`config.mk`:
```
export PLATFORM = sky130hd
export DESIGN_NAME = wb_status_bank
export DESIGN_NICKNAME = d
export VERILOG_FILES = /design/src/rtl/wb_status_bank_pkg.sv /design/src/rtl/wb_status_chg_det.sv /design/src/rtl/wb_status_bank.sv
export SDC_FILE = /design/constraint.sdc
export NUM_CORES = 1
export LEC_CHECK = 0
export CAP_MARGIN = 10
export CORE_ASPECT_RATIO = 0.7
export CORE_MARGIN = 2
export CORE_UTILIZATION = 47
export DETAILED_ROUTE_END_ITERATION = 16
export PLACE_DENSITY = 0.86
export REMOVE_ABC_BUFFERS = 1
export SETUP_SLACK_MARGIN = 0.3
export SYNTH_ARGS = -nofsm -noshare
export SYNTH_HDL_FRONTEND = slang
export SYNTH_HIERARCHICAL = 1
export SYNTH_SLANG_ARGS = --single-unit
```
`constraint.sdc`:
```
create_clock -name clk_i -period 2 [get_ports clk_i]
set_clock_uncertainty 0.2 [all_clocks]
set_input_delay 0.2 -clock clk_i [delete_from_list [all_inputs] [get_ports clk_i]]
set_output_delay 0.2 -clock clk_i [all_outputs]
set_load 0.02 [all_outputs]
```
`src/rtl/wb_status_bank_pkg.sv`:
```
// Shared constants and helpers for the Wishbone read-only status bank.
// The CHG word sits immediately after the last STATUS word.
package wb_status_bank_pkg;

    localparam int CHG_IDX_OFFSET = 0;

    typedef enum logic [1:0] {
        RESP_NONE = 2'd0,
        RESP_ACK  = 2'd1,
        RESP_ERR  = 2'd2
    } resp_t;

    // Word-address bits needed to reach STATUS[0..n_regs-1] plus the CHG word.
    function automatic int calc_adr_w(input int n_regs);
        return $clog2(n_regs + 1);
    endfunction

endpackage

```
`src/rtl/wb_status_chg_det.sv`:
```
// Per-word change detector: previous-sample register, compare, and a sticky flag.
// The flag is set on change and cleared by clr; a change in the same cycle wins.
module wb_status_chg_det #(
    parameter int W = 32
) (
    input  logic         clk,
    input  logic         rst_n,
    input  logic [W-1:0] status_word,
    input  logic         clr,
    output logic         flag
);

    logic [W-1:0] prev_reg;
    logic         primed_reg;
    logic         flag_reg;
    logic         changed;

    // primed_reg holds off detection until prev_reg has taken a real sample,
    // so leaving reset never looks like a change.
    assign changed = primed_reg && (status_word != prev_reg);

    always_ff @(posedge clk or negedge rst_n) begin
        if (!rst_n) begin
            prev_reg   <= '0;
            primed_reg <= 1'b0;
            flag_reg   <= 1'b0;
        end else begin
            prev_reg   <= status_word;
            primed_reg <= 1'b1;
            flag_reg   <= changed | (flag_reg & ~clr);
        end
    end

    assign flag = flag_reg;

endmodule

```
`src/rtl/wb_status_bank.sv`:
```
// Wishbone pipelined slave exposing N_REGS read-only status words, an optional
// atomic snapshot taken on reads of word 0, and clear-on-read change flags.
module wb_status_bank
    import wb_status_bank_pkg::*;
#(
    parameter int N_REGS   = 4,
    parameter int DATA_W   = 32,
    parameter bit SNAPSHOT = 1'b1,
    parameter int ADR_W    = calc_adr_w(N_REGS)
) (
    input  logic                     clk_i,
    input  logic                     rst_n_i,
    input  logic                     wb_cyc_i,
    input  logic                     wb_stb_i,
    input  logic [ADR_W+1:2]         wb_adr_i,
    input  logic [3:0]               wb_sel_i,
    input  logic                     wb_we_i,
    input  logic [DATA_W-1:0]        wb_dat_i,
    output logic                     wb_ack_o,
    output logic                     wb_err_o,
    output logic                     wb_rty_o,
    output logic                     wb_stall_o,
    output logic [DATA_W-1:0]        wb_dat_o,
    input  logic [N_REGS*DATA_W-1:0] status_i,
    output logic                     chg_irq_o
);

    localparam int CHG_IDX = N_REGS + CHG_IDX_OFFSET;

    logic              rip_reg;
    logic              wip_reg;
    logic              rd_req;
    logic              wr_req;
    logic [ADR_W-1:0]  idx;
    logic              is_status;
    logic              is_chg;
    logic              snap_load;
    logic [N_REGS-1:0] chg_flags;
    logic [N_REGS-1:0] chg_clr;
    logic [DATA_W-1:0] status_word [N_REGS];
    logic [DATA_W-1:0] view_word   [N_REGS];
    logic [DATA_W-1:0] rd_data_next;
    resp_t             resp_next;
    logic              unused_inputs;

    // Byte selects are ignored and only the low CHG bits of write data matter.
    assign unused_inputs = ^{wb_sel_i, wb_dat_i[DATA_W-1:N_REGS]};

    assign idx       = wb_adr_i;
    assign rd_req    = wb_cyc_i & wb_stb_i & ~wb_we_i & ~rip_reg;
    assign wr_req    = wb_cyc_i & wb_stb_i &  wb_we_i & ~wip_reg;
    assign is_status = int'(idx) < N_REGS;
    assign is_chg    = int'(idx) == CHG_IDX;
    assign snap_load = rd_req & (int'(idx) == 0);

    assign wb_rty_o   = 1'b0;
    assign wb_stall_o = wb_cyc_i & wb_stb_i & ~(wb_ack_o | wb_err_o);

    genvar gi;
    generate
        for (gi = 0; gi < N_REGS; gi++) begin : g_word
            assign status_word[gi] = status_i[gi*DATA_W +: DATA_W];

            wb_status_chg_det #(
                .W (DATA_W)
            ) u_chg_det (
                .clk         (clk_i),
                .rst_n       (rst_n_i),
                .status_word (status_word[gi]),
                .clr         (chg_clr[gi]),
                .flag        (chg_flags[gi])
            );

            // Word 0 always reads live; it is the trigger for the snapshot.
            if (gi == 0 || !SNAPSHOT) begin : g_live
                assign view_word[gi] = status_word[gi];
            end else begin : g_shadow
                logic [DATA_W-1:0] shadow_reg;
                always_ff @(posedge clk_i or negedge rst_n_i) begin
                    if (!rst_n_i) begin
                        shadow_reg <= '0;
                    end else if (snap_load) begin
                        shadow_reg <= status_word[gi];
                    end
                end
                assign view_word[gi] = shadow_reg;
            end
        end
    endgenerate

    // A CHG read clears exactly the flags it returns; a CHG write is W1C.
    always_comb begin
        chg_clr = '0;
        if (rd_req && is_chg) begin
            chg_clr = chg_flags;
        end else if (wr_req && is_chg) begin
            chg_clr = wb_dat_i[N_REGS-1:0];
        end
    end

    always_comb begin
        rd_data_next = '0;
        resp_next    = RESP_NONE;
        if (rd_req || wr_req) begin
            if (is_status || is_chg) begin
                resp_next = RESP_ACK;
                if (rd_req) begin
                    if (is_chg) begin
                        rd_data_next = DATA_W'(chg_flags);
                    end else begin
                        for (int k = 0; k < N_REGS; k++) begin
                            if (int'(idx) == k) begin
                                rd_data_next = view_word[k];
                            end
                        end
                    end
                end
            end else begin
                resp_next = RESP_ERR;
            end
        end
    end

    always_ff @(posedge clk_i or negedge rst_n_i) begin
        if (!rst_n_i) begin
            rip_reg   <= 1'b0;
            wip_reg   <= 1'b0;
            wb_ack_o  <= 1'b0;
            wb_err_o  <= 1'b0;
            wb_dat_o  <= '0;
            chg_irq_o <= 1'b0;
        end else begin
            wb_ack_o  <= (resp_next == RESP_ACK);
            wb_err_o  <= (resp_next == RESP_ERR);
            wb_dat_o  <= rd_data_next;
            chg_irq_o <= |chg_flags;

            // Trackers block a second request until the response has gone out.
            if (rd_req) begin
                rip_reg <= 1'b1;
            end else if (wb_ack_o || wb_err_o) begin
                rip_reg <= 1'b0;
            end

            if (wr_req) begin
                wip_reg <= 1'b1;
            end else if (wb_ack_o || wb_err_o) begin
                wip_reg <= 1'b0;
            end
        end
    end

endmodule

```
==> results by group <==
Worst setup path
  – Crit-path max cell delay: 0.39 ns
  – Highest fanout seen on the critical path: 6
  – End of the worst register-to-register path: g_word[2].g_shadow.shadow_reg[28]
  – Worst Path Class, Setup: register to register
  – Worst-path cell with the longest stage delay: dfrtp_1
  – Critical Path AT: roughly 2.1 ns
  – Crit. End Element: register
  – Worst-case reg-to-reg path depth: 6
  – Element type at the critical path start: register
  – Data required time of the critical path: 2.20 ns
  – Top delay family on crit path: buffers and inverters
  – R2r setup slk: 0.1 ns
  – Worst reg2reg startpoint: rip_reg
  – Critical-path cell list: nand4bb_4 -> nor3_4 -> buf_6 -> buf_12 -> clkbuf_16 -> mux2_4
  – Number of buffers and inverters on the critical path: 3

Cells and area
  – Final net count: approximately 1.2k
  – Number of filler instances in the final layout: roughly 1.4k
  – Number of flip-flops under the largest register name: 128
  – Combined area of the multi-input logic cells: between 4000 and 5000 um2
  – Share of cells above drive strength 1: 0.2788
  – Area taken by flip-flops and latches: around 6700 um2
  – Antenna Cells: 0
  – Final standard cell utilization of the core: 0.6923
  – Area Growth Syn to Fin: 43.52%

Yosys
  – Post-synthesis register bit count: between 200 and 300
  – Count of mapped cells out of synthesis: roughly 680
  – Dominant cell type by area after synthesis: dfrtp_1
  – Fraction of synthesized cell area taken by the top area cell type: 0.6388
  – Total standard cell area after synthesis: 10540 um2
  – Distinct cell type count after synthesis: 30
  – Sequential cell area fraction in the yosys report: 0.6388
  – Mean area per synthesized cell: 15.57 um2
  – Largest cells by area after synthesis: dfrtp_1 (64%), xor2_1 (11%), mux2_2 (6.8%)
  – Synth warn: 6

Timing
  – Total count of max-transition violations in the final report: 0
  – Number of failing setup endpoints in the final timing report: 0
  – Peak clock frequency supported by timing: 525.3 MHz
  – Slew at the pin closest to its max-slew limit: 0.5764 ns
  – Minimum period implied by the final worst setup slack: 1.904 ns
  – Final worst-path cycle share: 0.9519
  – Hold Vio Cnt, Final: 0
  – Final TNS setup: 0 ns
  – Worst slew margin: 0.6158
  – RSZ-0062 raised after global routing: yes

Floorplanning
  – Die Ht: between 100 and 150 um
  – Area enclosed by the die boundary: 23650 um2
  – Num rows: 45
  – Number of ports placed on the die boundary: 209
  – Die width: 183.0 um
  – Area of the core: 21850 um2
  – Initial core utilization: 0.4824

Worst hold path
  – Hold-critical path depth: 1
  – Hold WC Path Type: input pin to register
  – Hold_sp: status_i[33]
  – Worst hold path endpoint: g_word[1].u_chg_det/prev_reg[1]

Run status
  – Outcome: complete, no violations

Global routing
  – Congestion Overflow GR: 0
  – Global-route wire length before repair: 40.50 mm
  – Initial antenna violation count: 0
  – Maximum number of pins on one net before global-route repair: 72
  – Total routing resource utilization after global routing: 0.2250
  – Number of global-route vias before repair: 7205

Placement
  – Detailed Place HPWL: 17.66 mm
  – Final estimated routing congestion in global placement: between 0.8 and 0.9
  – IO Port Bufs: between 150 and 200

Clock network
  – Total CTS buffers: 25
  – Longest Clk Path Bufs: 3
  – Insertion delay to the later sink of the worst-skew pair: 0.53 ns
  – Total number of H-tree levels: 1
  – Clock sink count: 269
  – Clock tree root buffer cell: clkbuf_16
  – Clk slew on worst S/H paths: 0.06 ns
  – Clock tree from TritonCTS: yes

Routing
  – Antenna-violating nets left: 0
  – Vias after detailed routing: between 6k and 7k
  – Post-detailed-route DRC marker count: 0
  – Detail-routed net length per standard cell: between 20 and 25 um
  – Pre-Repair DR Iteration Count: 5
  – WL final: 27.29 mm
  – Vias/cell: 5.191
  – Starting DRC count in detailed routing: 457

Power and ir drop
  – Power density over cell area: just under 900 nW/um2
  – Largest voltage drop on the vdd net: 0.5782 mV
  – P_leak: 6.886 nW

Run
  – MaxCap Viol Count: 0
==> final cells by class <==
| cell class | count | share of cell area |
|---|---|---|
| sequential | 269 | 0.4451 |
| clock inverter | 4 | 0.003227 |
| tap | 282 | 0.02333 |
| inverter | 4 | 0.0009928 |
| multi-input combinational | 380 | 0.2657 |
| timing repair buffer | 313 | 0.2131 |
| clock buffer | 38 | 0.04856 |
==> cells in the final DEF (no fill, tap or decap), drive strengths merged, types with 2 or more instances in the layout <==
cell type,n
dfrtp,269
clkdlybuf4s50,136
xor2,128
mux2,104
buf,100
clkbuf,43
dlygate4sd3,38
dlygate4sd2,34
nor4,32
nor2b,29
mux4,28
a22oi,8
nand4,8
o21ai,8
nand2,7
nor2,7
a21oi,5
conb,5
inv,5
nor3b,2
clkinv,2
==> metrics by stage <==
stage | setup slack, ns | power, mW | instance area, um2 | hold slack [ns] | std cells
3_5_place_dp | -0.3741 | 8.409 | 13210 | 0.01282 | 1189
4_1_cts | 0.1013 | 13.21 | 14770 | 0.0001270 | 1280
6_report | 0.09617 | 13.39 | 15120 | 0.01314 | 1290
2_1_floorplan | -1.810 | 7.408 | 10400 | -0.2956 | 653
3_3_place_gp | -0.4061 | 8.287 | 13210 | 0.006348 | 1189
5_1_grt | 0.02072 | 13.93 | 15120 | 0.001409 | 1290
==> where the power goes <==
group	switching [mW]	internal (mW)
Combinational	0.810	1.43
Clock	1.98	2.64
Sequential	0.400	6.13
Total	3.19	10.2
==> worst max-delay path by stage <==
stage	cells after the start	slack (ns)	from	to
2_1_floorplan	3	-1.81	rip_reg	g_word[1].g_shadow.shadow_reg[12]
3_3_place_gp	7	-0.41	status_i[113]	g_word[3].u_chg_det/flag
3_5_place_dp	7	-0.37	status_i[113]	g_word[3].u_chg_det/flag
4_1_cts	3	0.10	wb_err_o	wb_stall_o
5_1_grt	6	0.02	g_word[3].u_chg_det/prev_reg[5]	g_word[3].u_chg_det/flag
6_report	6	0.1	rip_reg	g_word[2].g_shadow.shadow_reg[28]
==> repair_timing <==
item / 4_1_cts / 5_1_grt
endpoints found under the setup margin: 135 / 102
pin swaps: 12 / 10
gates resized for setup: 89 / 54
endpoints found under the hold margin: 306 / 0
hold buffers: 38 / 0
setup buffers: 7 / 6
gates cloned: 4 / 4
==> metal layers <==
metal,global-route usage,share of wire
met1,0.3288,0.46
met2,0.3563,0.46
met3,0.04300,0.052
met4,0.05035,0.026
met5,0,0
==> synth_stat cells <==
cell type and instances:
clkbuf_1 6, nand4bb_1 1, buf_4 2, or4_1 1, nor3b_1 2, inv_1 4, nand4_1 8, and4b_1 1
mux2_2 64, a21o_1 1, buf_6 4, nor4_1 32, xor2_1 128, dfrtp_1 269, o21ai_1 8, buf_2 11
nand2_1 7, conb_1 5, or2_1 1, nor2b_1 29, nand2b_1 1, a22oi_1 8, mux2_1 40, buf_1 1
and4bb_2 1, nor3_4 1, mux4_2 28, a21oi_1 5, nor2_1 7, and3_1 1
==> kinds of logic (layout without fill, tap and decap cells) <==
logic type	count (synthesis)	in the layout	synth area share
flops	269	269	0.6388
other cells	5	5	0.001781
compound gates	22	22	0.01259
simple gates	93	93	0.05462
buf+inv	28	359	0.01484
xor+xnor	128	128	0.1064
mux	132	132	0.1710
No activity file was read; power rests on OpenSTA's default activity.
